$ cat src/rtl/cpu_dma_engine_pkg.sv
`default_nettype none
// ============================================================================
// Module      : cpu_dma_engine_pkg
// Description : Shared definitions for the CPU-bus DMA engine: FSM state
//               encoding, bus direction constants and default addresses.
// Revision    : 1.0 - initial release
// ============================================================================
package cpu_dma_engine_pkg;

    // Engine states, explicitly encoded on 3 bits.
    typedef enum logic [2:0] {
        ST_IDLE      = 3'd0,
        ST_HALT      = 3'd1,
        ST_ALIGN     = 3'd2,
        ST_DMC_READ  = 3'd3,
        ST_BLK_READ  = 3'd4,
        ST_BLK_WRITE = 3'd5
    } dma_state_t;

    // Bus direction values shared with the CPU core.
    localparam logic c_RW_READ  = 1'b1;
    localparam logic c_RW_WRITE = 1'b0;

    // Default trigger register and block destination port.
    localparam logic [15:0] c_DEF_TRIG_ADDR = 16'h4014;
    localparam logic [15:0] c_DEF_DEST_ADDR = 16'h2004;

    // Block index width: one bit more than a page so 256 is representable.
    localparam int c_IDX_W = 9;

endpackage
`default_nettype wire

$ cat src/rtl/cpu_dma_engine.sv
`default_nettype none
// ============================================================================
// Module      : cpu_dma_engine
// Description : Bus-mastering DMA engine for the CPU bus. Snoops writes to a
//               trigger register, halts the CPU and copies a block from a
//               page to a fixed port; also serves single-byte sample fetches
//               with priority over the block copy.
// Revision    : 1.0 - initial release
// ============================================================================
module cpu_dma_engine
    import cpu_dma_engine_pkg::*;
#(
    parameter int                ADDR_W    = 16,
    parameter int                DATA_W    = 8,
    parameter int                XFER_LEN  = 256,
    parameter logic [ADDR_W-1:0] TRIG_ADDR = ADDR_W'(c_DEF_TRIG_ADDR),
    parameter logic [ADDR_W-1:0] DEST_ADDR = ADDR_W'(c_DEF_DEST_ADDR)
) (
    input  logic              clock,
    input  logic              reset,
    input  logic [ADDR_W-1:0] cpu_addr,
    input  logic [DATA_W-1:0] cpu_data_out,
    input  logic              cpu_rw,
    output logic              rdy,
    output logic              dma_owns_bus,
    output logic [ADDR_W-1:0] bus_addr,
    output logic [DATA_W-1:0] bus_data_out,
    output logic              bus_rw,
    input  logic [DATA_W-1:0] data_in,
    input  logic              dmc_req,
    input  logic [ADDR_W-1:0] dmc_addr,
    output logic              dmc_ack,
    output logic [DATA_W-1:0] dmc_data,
    output logic              busy
);

    dma_state_t         r_state;
    dma_state_t         w_state_nxt;
    dma_state_t         w_get_target;
    logic               r_parity;
    logic               r_busy;
    logic [DATA_W-1:0]  r_page;
    logic [c_IDX_W-1:0] r_idx;
    logic [c_IDX_W-1:0] w_idx_inc;
    logic [DATA_W-1:0]  r_buf;
    logic [DATA_W-1:0]  r_dmc_data;
    logic               w_trigger;
    logic               w_last;

    // The DMA only leaves the CPU on the bus in IDLE and HALT, so only there
    // can a CPU write be seen; a trigger while a block is running is dropped.
    assign w_trigger = !r_busy && (cpu_rw == c_RW_WRITE) && (cpu_addr == TRIG_ADDR)
                       && ((r_state == ST_IDLE) || (r_state == ST_HALT));
    assign w_idx_inc = r_idx + c_IDX_W'(1);
    assign w_last    = (w_idx_inc == c_IDX_W'(XFER_LEN));

    // Where to go when the next cycle is a get cycle: DMC wins over the block.
    assign w_get_target = dmc_req ? ST_DMC_READ : (r_busy ? ST_BLK_READ : ST_IDLE);

    assign busy     = r_busy;
    assign dmc_data = (r_state == ST_DMC_READ) ? data_in : r_dmc_data;

    // State register and get/put parity.
    always_ff @(posedge clock) begin
        if (reset) begin
            r_state  <= ST_IDLE;
            r_parity <= 1'b0;
        end else begin
            r_state  <= w_state_nxt;
            r_parity <= ~r_parity;
        end
    end

    // Block bookkeeping: busy flag, source page and byte index.
    always_ff @(posedge clock) begin
        if (reset) begin
            r_busy <= 1'b0;
            r_page <= '0;
            r_idx  <= '0;
        end else if (w_trigger) begin
            r_busy <= 1'b1;
            r_page <= cpu_data_out;
            r_idx  <= '0;
        end else if (r_state == ST_BLK_WRITE) begin
            r_idx <= w_idx_inc;
            if (w_last) begin
                r_busy <= 1'b0;
            end
        end
    end

    // Data capture: block byte on its read, sample byte on its fetch.
    always_ff @(posedge clock) begin
        if (reset) begin
            r_buf      <= '0;
            r_dmc_data <= '0;
        end else begin
            if (r_state == ST_BLK_READ) begin
                r_buf <= data_in;
            end
            if (r_state == ST_DMC_READ) begin
                r_dmc_data <= data_in;
            end
        end
    end

    // Next state and bus outputs. HALT leaves only on a CPU read cycle, and
    // goes through ALIGN when the following cycle would be a put cycle.
    always_comb begin
        w_state_nxt  = r_state;
        rdy          = 1'b0;
        dma_owns_bus = 1'b0;
        bus_addr     = '0;
        bus_data_out = '0;
        bus_rw       = c_RW_READ;
        dmc_ack      = 1'b0;
        case (r_state)
            ST_IDLE: begin
                rdy = 1'b1;
                if (w_trigger || dmc_req) begin
                    w_state_nxt = ST_HALT;
                end
            end
            ST_HALT: begin
                if (cpu_rw == c_RW_READ) begin
                    w_state_nxt = r_parity ? w_get_target : ST_ALIGN;
                end
            end
            ST_ALIGN: begin
                dma_owns_bus = 1'b1;
                bus_addr     = cpu_addr;
                w_state_nxt  = w_get_target;
            end
            ST_DMC_READ: begin
                dma_owns_bus = 1'b1;
                bus_addr     = dmc_addr;
                dmc_ack      = 1'b1;
                // Resuming the block needs one put cycle to realign.
                w_state_nxt  = r_busy ? ST_ALIGN : ST_IDLE;
            end
            ST_BLK_READ: begin
                dma_owns_bus = 1'b1;
                bus_addr     = ADDR_W'({r_page, r_idx[7:0]});
                w_state_nxt  = ST_BLK_WRITE;
            end
            ST_BLK_WRITE: begin
                dma_owns_bus = 1'b1;
                bus_addr     = DEST_ADDR;
                bus_rw       = c_RW_WRITE;
                bus_data_out = r_buf;
                w_state_nxt  = w_last ? ST_IDLE : w_get_target;
            end
            default: begin
                w_state_nxt = ST_IDLE;
            end
        endcase
    end

endmodule
`default_nettype wire

$ cat config.mk
export PLATFORM = sky130hd
export DESIGN_NAME = cpu_dma_engine
export DESIGN_NICKNAME = d
export VERILOG_FILES = /design/src/rtl/cpu_dma_engine_pkg.sv /design/src/rtl/cpu_dma_engine.sv
export SDC_FILE = /design/constraint.sdc
export NUM_CORES = 1
export LEC_CHECK = 0
export BUFFER_PORTS_ARGS = -buffer_cell sky130_fd_sc_hd__buf_2
export CELL_PAD_IN_SITES_DETAIL_PLACEMENT = 0
export CELL_PAD_IN_SITES_GLOBAL_PLACEMENT = 2
export CORE_ASPECT_RATIO = 0.75
export CORE_UTILIZATION = 28
export DETAILED_ROUTE_END_ITERATION = 16
export HOLD_SLACK_MARGIN = 0.1
export PLACE_DENSITY_LB_ADDON = 0.12
export REMOVE_ABC_BUFFERS = 1
export SKIP_CTS_REPAIR_TIMING = 1
export SYNTH_ARGS = -nofsm -noshare
export SYNTH_HDL_FRONTEND = slang
export SYNTH_SLANG_ARGS = --single-unit
$ cat constraint.sdc
create_clock -name clock -period 3.59 [get_ports clock]
set_input_delay 0.1795 -clock clock [delete_from_list [all_inputs] [get_ports clock]]
set_output_delay 0.1795 -clock clock [all_outputs]
set_load 0.02 [all_outputs]
Word level (Yosys, flattened, before mapping):

Cells that the tools add are included.

* output and inout bits: 37
* input port bits: 52
* bits in registers: 38
* logic and storage cells: 50

* equality and inequality tests: 9
* muxes and demuxes: 18
* bitwise logic cells: 2
* $add $sub $neg: 1
* reductions and logical operators: 13

Operators by type and width (count)
* case mux 16 bit (4 select lines): 1
* 2-to-1 mux 3 bit: 6
* case mux 3 bit (6 select lines): 1
* equality test 16 x 15 -> 1 bit, second input constant: 1
* 2-to-1 mux 8 bit: 2
* adder 9 x 1 -> 9 bit, second input constant: 1
* equality test 9 bit, second input constant: 1
* 2-to-1 mux 1 bit: 7
* equality test 3 x 2 -> 1 bit, second input constant: 2
* equality test 3 bit, second input constant: 2
* AND reduction 2 bit: 2
* nonzero test 2 bit: 2
* OR reduction 4 bit: 1
* equality test 3 x 1 -> 1 bit, second input constant: 1
* logical AND 1 bit: 3
* logical NOT 3 bit: 1
* logical OR 1 bit: 2
* 2-to-1 mux 2 bit: 1
* != test 2 x 1 -> 1 bit, second input constant: 1
* != test 2 bit, second input constant: 1
* inverter 1 bit: 2
* OR reduction 2 bit: 1
* logical NOT 1 bit: 1

Logic depth before layout (Yosys ltp):

* word-level depth: 7
* gate-level depth with buffers: 9
* gate-level depth less buffers: 7

Least setup slack after synthesis:

OpenSTA, ideal clock, no wires.

* path type: register -> output
* from: register r_state[1]
* to: output port bus_addr[10]
* cell stages (with the launch flop): 7
* required time: 3.411 ns
* arrival time: 1.711 ns
* slack: 1.699 ns
* buffers on the path: 3
* cells stage by stage: dfxtp_1 buf_2 nor2b_2 clkbuf_1 buf_1 a22oi_1 o21ai_0

* word-level cells in the longest chain between the ends: 2
* elaborated cells on any way between the ends: 5
* those cells by class: eq/ne (4); mux (1)

Ends and longest elaborated chain
* start, declared: RTL line cpu_dma_engine.sv:37 `dma_state_t r_state;`
* start signal, assigned: RTL line cpu_dma_engine.sv:69 `r_state <= w_state_nxt;`
* equality test 3 bit or equality test 3 x 2 -> 1 bit (tied branches): RTL line cpu_dma_engine.sv:117 `case (r_state)`
* case mux 16 bit (4 select lines) *: RTL line cpu_dma_engine.sv:117
* end, declared: RTL line cpu_dma_engine.sv:26 `output logic [ADDR_W-1:0] bus_addr,`

Mark *: on every way between the ends. The rest lies on a longest branch, timed or not.

Worst setup path after layout:

* from: register r_state[1]
* to: output port dmc_data[7]

* word-level cells in the longest chain between the ends: 2

Ends and longest elaborated chain
* equality test 3 x 2 -> 1 bit: RTL line cpu_dma_engine.sv:61 `assign dmc_data = (r_state == ST_DMC_READ) ? data_in : r_dmc_data;`
* 2-to-1 mux 8 bit
* end, declared: RTL line cpu_dma_engine.sv:33 `output logic [DATA_W-1:0] dmc_data,`

Every way passes these cells.

==> impl_metrics.env <==
export IMPL_cpPeakStageDelay_ns=0.76
export IMPL_synth_area_leaders="dfxtp_1, mux2i_1, nor2_1"
export IMPL_register_area_um2=761
export IMPL_tns_ns=0
export IMPL_required_ns=3.41
export IMPL_worst_ep_arrival_time_ns=2.30
export IMPL_pwr_share_comb_pct=12.9
export IMPL_num_vias=2094
export IMPL_hold_slack_ns=0.127
export IMPL_die_h_um=78.0
export IMPL_cts_buffer_depth=2
export IMPL_cp_slowest_cell="nor2_2"
export IMPL_die_area_mm2=0.00805
export IMPL_synthMuxAreaShare_pct=12.3
export IMPL_cts_buffers=5
export IMPL_drc_errors=0
export IMPL_multi_input_area_mm2=0.00131
export IMPL_status="complete, no violations"
export IMPL_dpl_cell_area_mm2=0.00268
export IMPL_drv_cap=0
export IMPL_finalSetupViolCount=0
export IMPL_relSlewSlack_pct=34.1
export IMPL_synth_xor_area_share_pct=3.25
export IMPL_dp_hpwl_um=4630
export IMPL_worstSetupPathType="reg2out"
export IMPL_nFillCells=784
export IMPL_design_area_mm2=0.00282
export IMPL_reg2regPathDepth=7
export IMPL_rsz0062_at_grt="false"
export IMPL_detail_route_antenna_nets=0
export IMPL_synth_seq_cells=38
export IMPL_yosys_warnings=0
export IMPL_cts_root_buf="clkbuf_8"
export IMPL_ir_drop_mv=0.213
export IMPL_cp_cell_sequence="nand2_1 > nor2_2 > mux2_2 > buf_2"
export IMPL_cp_end_kind="output pin"
export IMPL_syn_inst=259
export IMPL_antenna_found_initial=0
export IMPL_finalCritPeriodShare_pct=69.1
export IMPL_p_leak_nw=1.22
export IMPL_drive_gt1_share_pct=35.3
export IMPL_grt_remaining_overflow=0
export IMPL_tritoncts="yes"
export IMPL_max_clock_freq_mhz=403
export IMPL_drv_slew=0
export IMPL_cts_htree_levels=2
export IMPL_grt_max_degree=33
export IMPL_track_usage_pct=16.5
export IMPL_synth_common_cells="dfxtp_1, nor2_1, nand2_1"
export IMPL_hold_path_class="in2reg"
export IMPL_synthAdderAreaFrac_pct=1.16
export IMPL_synth_top_family_by_area="simple AND/OR/NAND/NOR gates"
export IMPL_critPathLaunchType="flop"
export IMPL_synth_async_reset_ratio_pct=0
export IMPL_firstDrtPassIters=4
export IMPL_areaGrowthSynthToFinish_pct=31.0
export IMPL_num_antenna_cells=0
export IMPL_clk_latency_ns=0.29
export IMPL_postSynthAreaPerCell_um2=8.32
export IMPL_pre_cts_slack_ns=1.36
export IMPL_p_sw_share_pct=23.9
export IMPL_final_nets=393
export IMPL_die_x_um=103
export IMPL_whs_path_depth=3
export IMPL_hold_viol_final=0
export IMPL_place_gp_congestion=0.771
export IMPL_seqPwrFrac_pct=42.2
export IMPL_synth_top_cell_area_share_pct=35.3
export IMPL_clk_pin_slew_ns=0.08
export IMPL_wl_per_cell_um=14.3
export IMPL_p_switching_mw=0.243
export IMPL_power_density_mw_per_mm2=360
export IMPL_initial_core_util_pct=29.1
export IMPL_skew_ns=0.00879
export IMPL_synth_compound_area_share_pct=16.9
export IMPL_synth_edf_count=0
export IMPL_vias_per_cell=4.75
export IMPL_max_slew_worst_pin_slew_ns=0.987
export IMPL_io_buffers=88
export IMPL_io_pins=89
export IMPL_p_total_mw=1.02
export IMPL_grt_pass1_vias=2035
export IMPL_ys_flop_type="dfxtp_1"
export IMPL_yosysSeqAreaShare_pct=35.3
export IMPL_wl_um=6310
export IMPL_synth_top_area_cell="dfxtp_1"
export IMPL_crit_path_max_fanout=18
export IMPL_intPower_mw=0.773
export IMPL_rows=27
export IMPL_grt_pass1_wl_um=10200
export IMPL_core_area_mm2=0.00740
export IMPL_pwr_share_clk_pct=44.9
export IMPL_fin_ws_ns=1.11
export IMPL_syn_area_mm2=0.00215
export IMPL_initialDrtViolationCount=82
export IMPL_clkSinkCount=38
export IMPL_period_needed_ns=2.48
export IMPL_synth_simple_gate_area_share_pct=26.5
export IMPL_synth_cell_types=46
[placed cells by master, fill, tap and decap left out, types with 2 or more instances in the layout]
cell type	synthesis	routed
nor2_1	38	37
nor2b_1	9	9
buf_2	7	88
a22oi_1	16	16
xor2_1	4	4
dfxtp_1	38	38
a211oi_2	2	2
buf_4	1	4
and3_1	8	8
mux2i_1	16	16
and2_1	3	3
nor3_2	2	2
bufinv_16	0	2
mux2_1	4	4
nand4_1	3	3
nand3_1	4	4
mux2_2	4	4
nor3_1	3	3
a31oi_1	3	3
or2_2	2	2
ha_1	2	2
clkbuf_8	0	6
nor4_1	5	5
nand2_1	24	24
inv_1	3	3
xnor2_1	4	4
a21oi_1	8	8
o21ai_0	17	17
[flip-flops by register name, indices dropped and copies added (netlist names)]
name and flops:
busy 1, r_buf 8, r_dmc_data 8, r_idx 9, r_page 8, r_parity 1, r_state 3
[cell families (layout without fill, tap and decap cells)]
kind of cell             after synthesis  count (layout)
buffers and inverters                 23             104
flip-flops                            38              38
multiplexers                          25              25
AO/OA/AOI/OAI                         53              53
adder cells (fa/ha/maj)                2               2
AND/OR/NAND/NOR                      110             110
XOR/XNOR                               8               8
[layer usage]
layer  vias up  part of all wire [%]  wire length (um)  GRT usage [%]
met1       946                    50              3160           23.0
met5         -                     0                 0              0
li1       1072                     -                 -              -
met3         2                   6.8               429           4.05
met4         0                  0.48                30           3.80
met2        74                    43              2690           25.3
[cell type report]
type                            count  share of cell area (%)
Sequential cell                    38                    27.0
Clock inverter                      2                    2.13
Multi-Input combinational cell    198                    46.3
Inverter                            4                   0.532
Timing Repair Buffer               92                    16.7
Tap cell                          101                    4.48
Clock buffer                        6                    2.93
[power groups by stage]
| stage | Sequential [mW] | Combinational, mW | Clock [mW] |
|---|---|---|---|
| after global placement | 0.439 | 0.135 | 0 |
| after detailed placement | 0.439 | 0.133 | 0 |
| after floorplan | 0.444 | 0.0566 | 0 |
| final | 0.429 | 0.131 | 0.456 |
| after CTS | 0.429 | 0.134 | 0.473 |
| after global routing | 0.430 | 0.145 | 0.489 |
[stage by stage]
stage | util, % | cells
final | 38.1 | 441
after floorplan | - | 240
after CTS | 38.1 | 441
after global routing | 38.1 | 441
after global placement | 36.2 | 433
after detailed placement | 36.2 | 433
[critical path: cells and delay by family, from the launching register on]
kind / cells / cell delay [ns]
buffers and inverters: 1 / 0.16
DFF: 1 / 0.53
muxes: 1 / 0.42
and+or+nand+nor: 2 / 0.89
[final timing paths]
| path | from | end | slack, ns |
|---|---|---|---|
| max | r_state[1] | dmc_data[7] | 1.11 |
| min | cpu_data_out[5] | r_page[5] | 0.13 |
| max reg2reg | r_state[2] | r_idx[7] | 1.36 |
| min reg2reg | r_parity | r_parity | 0.48 |
No activity file was read; power rests on OpenSTA's default activity.
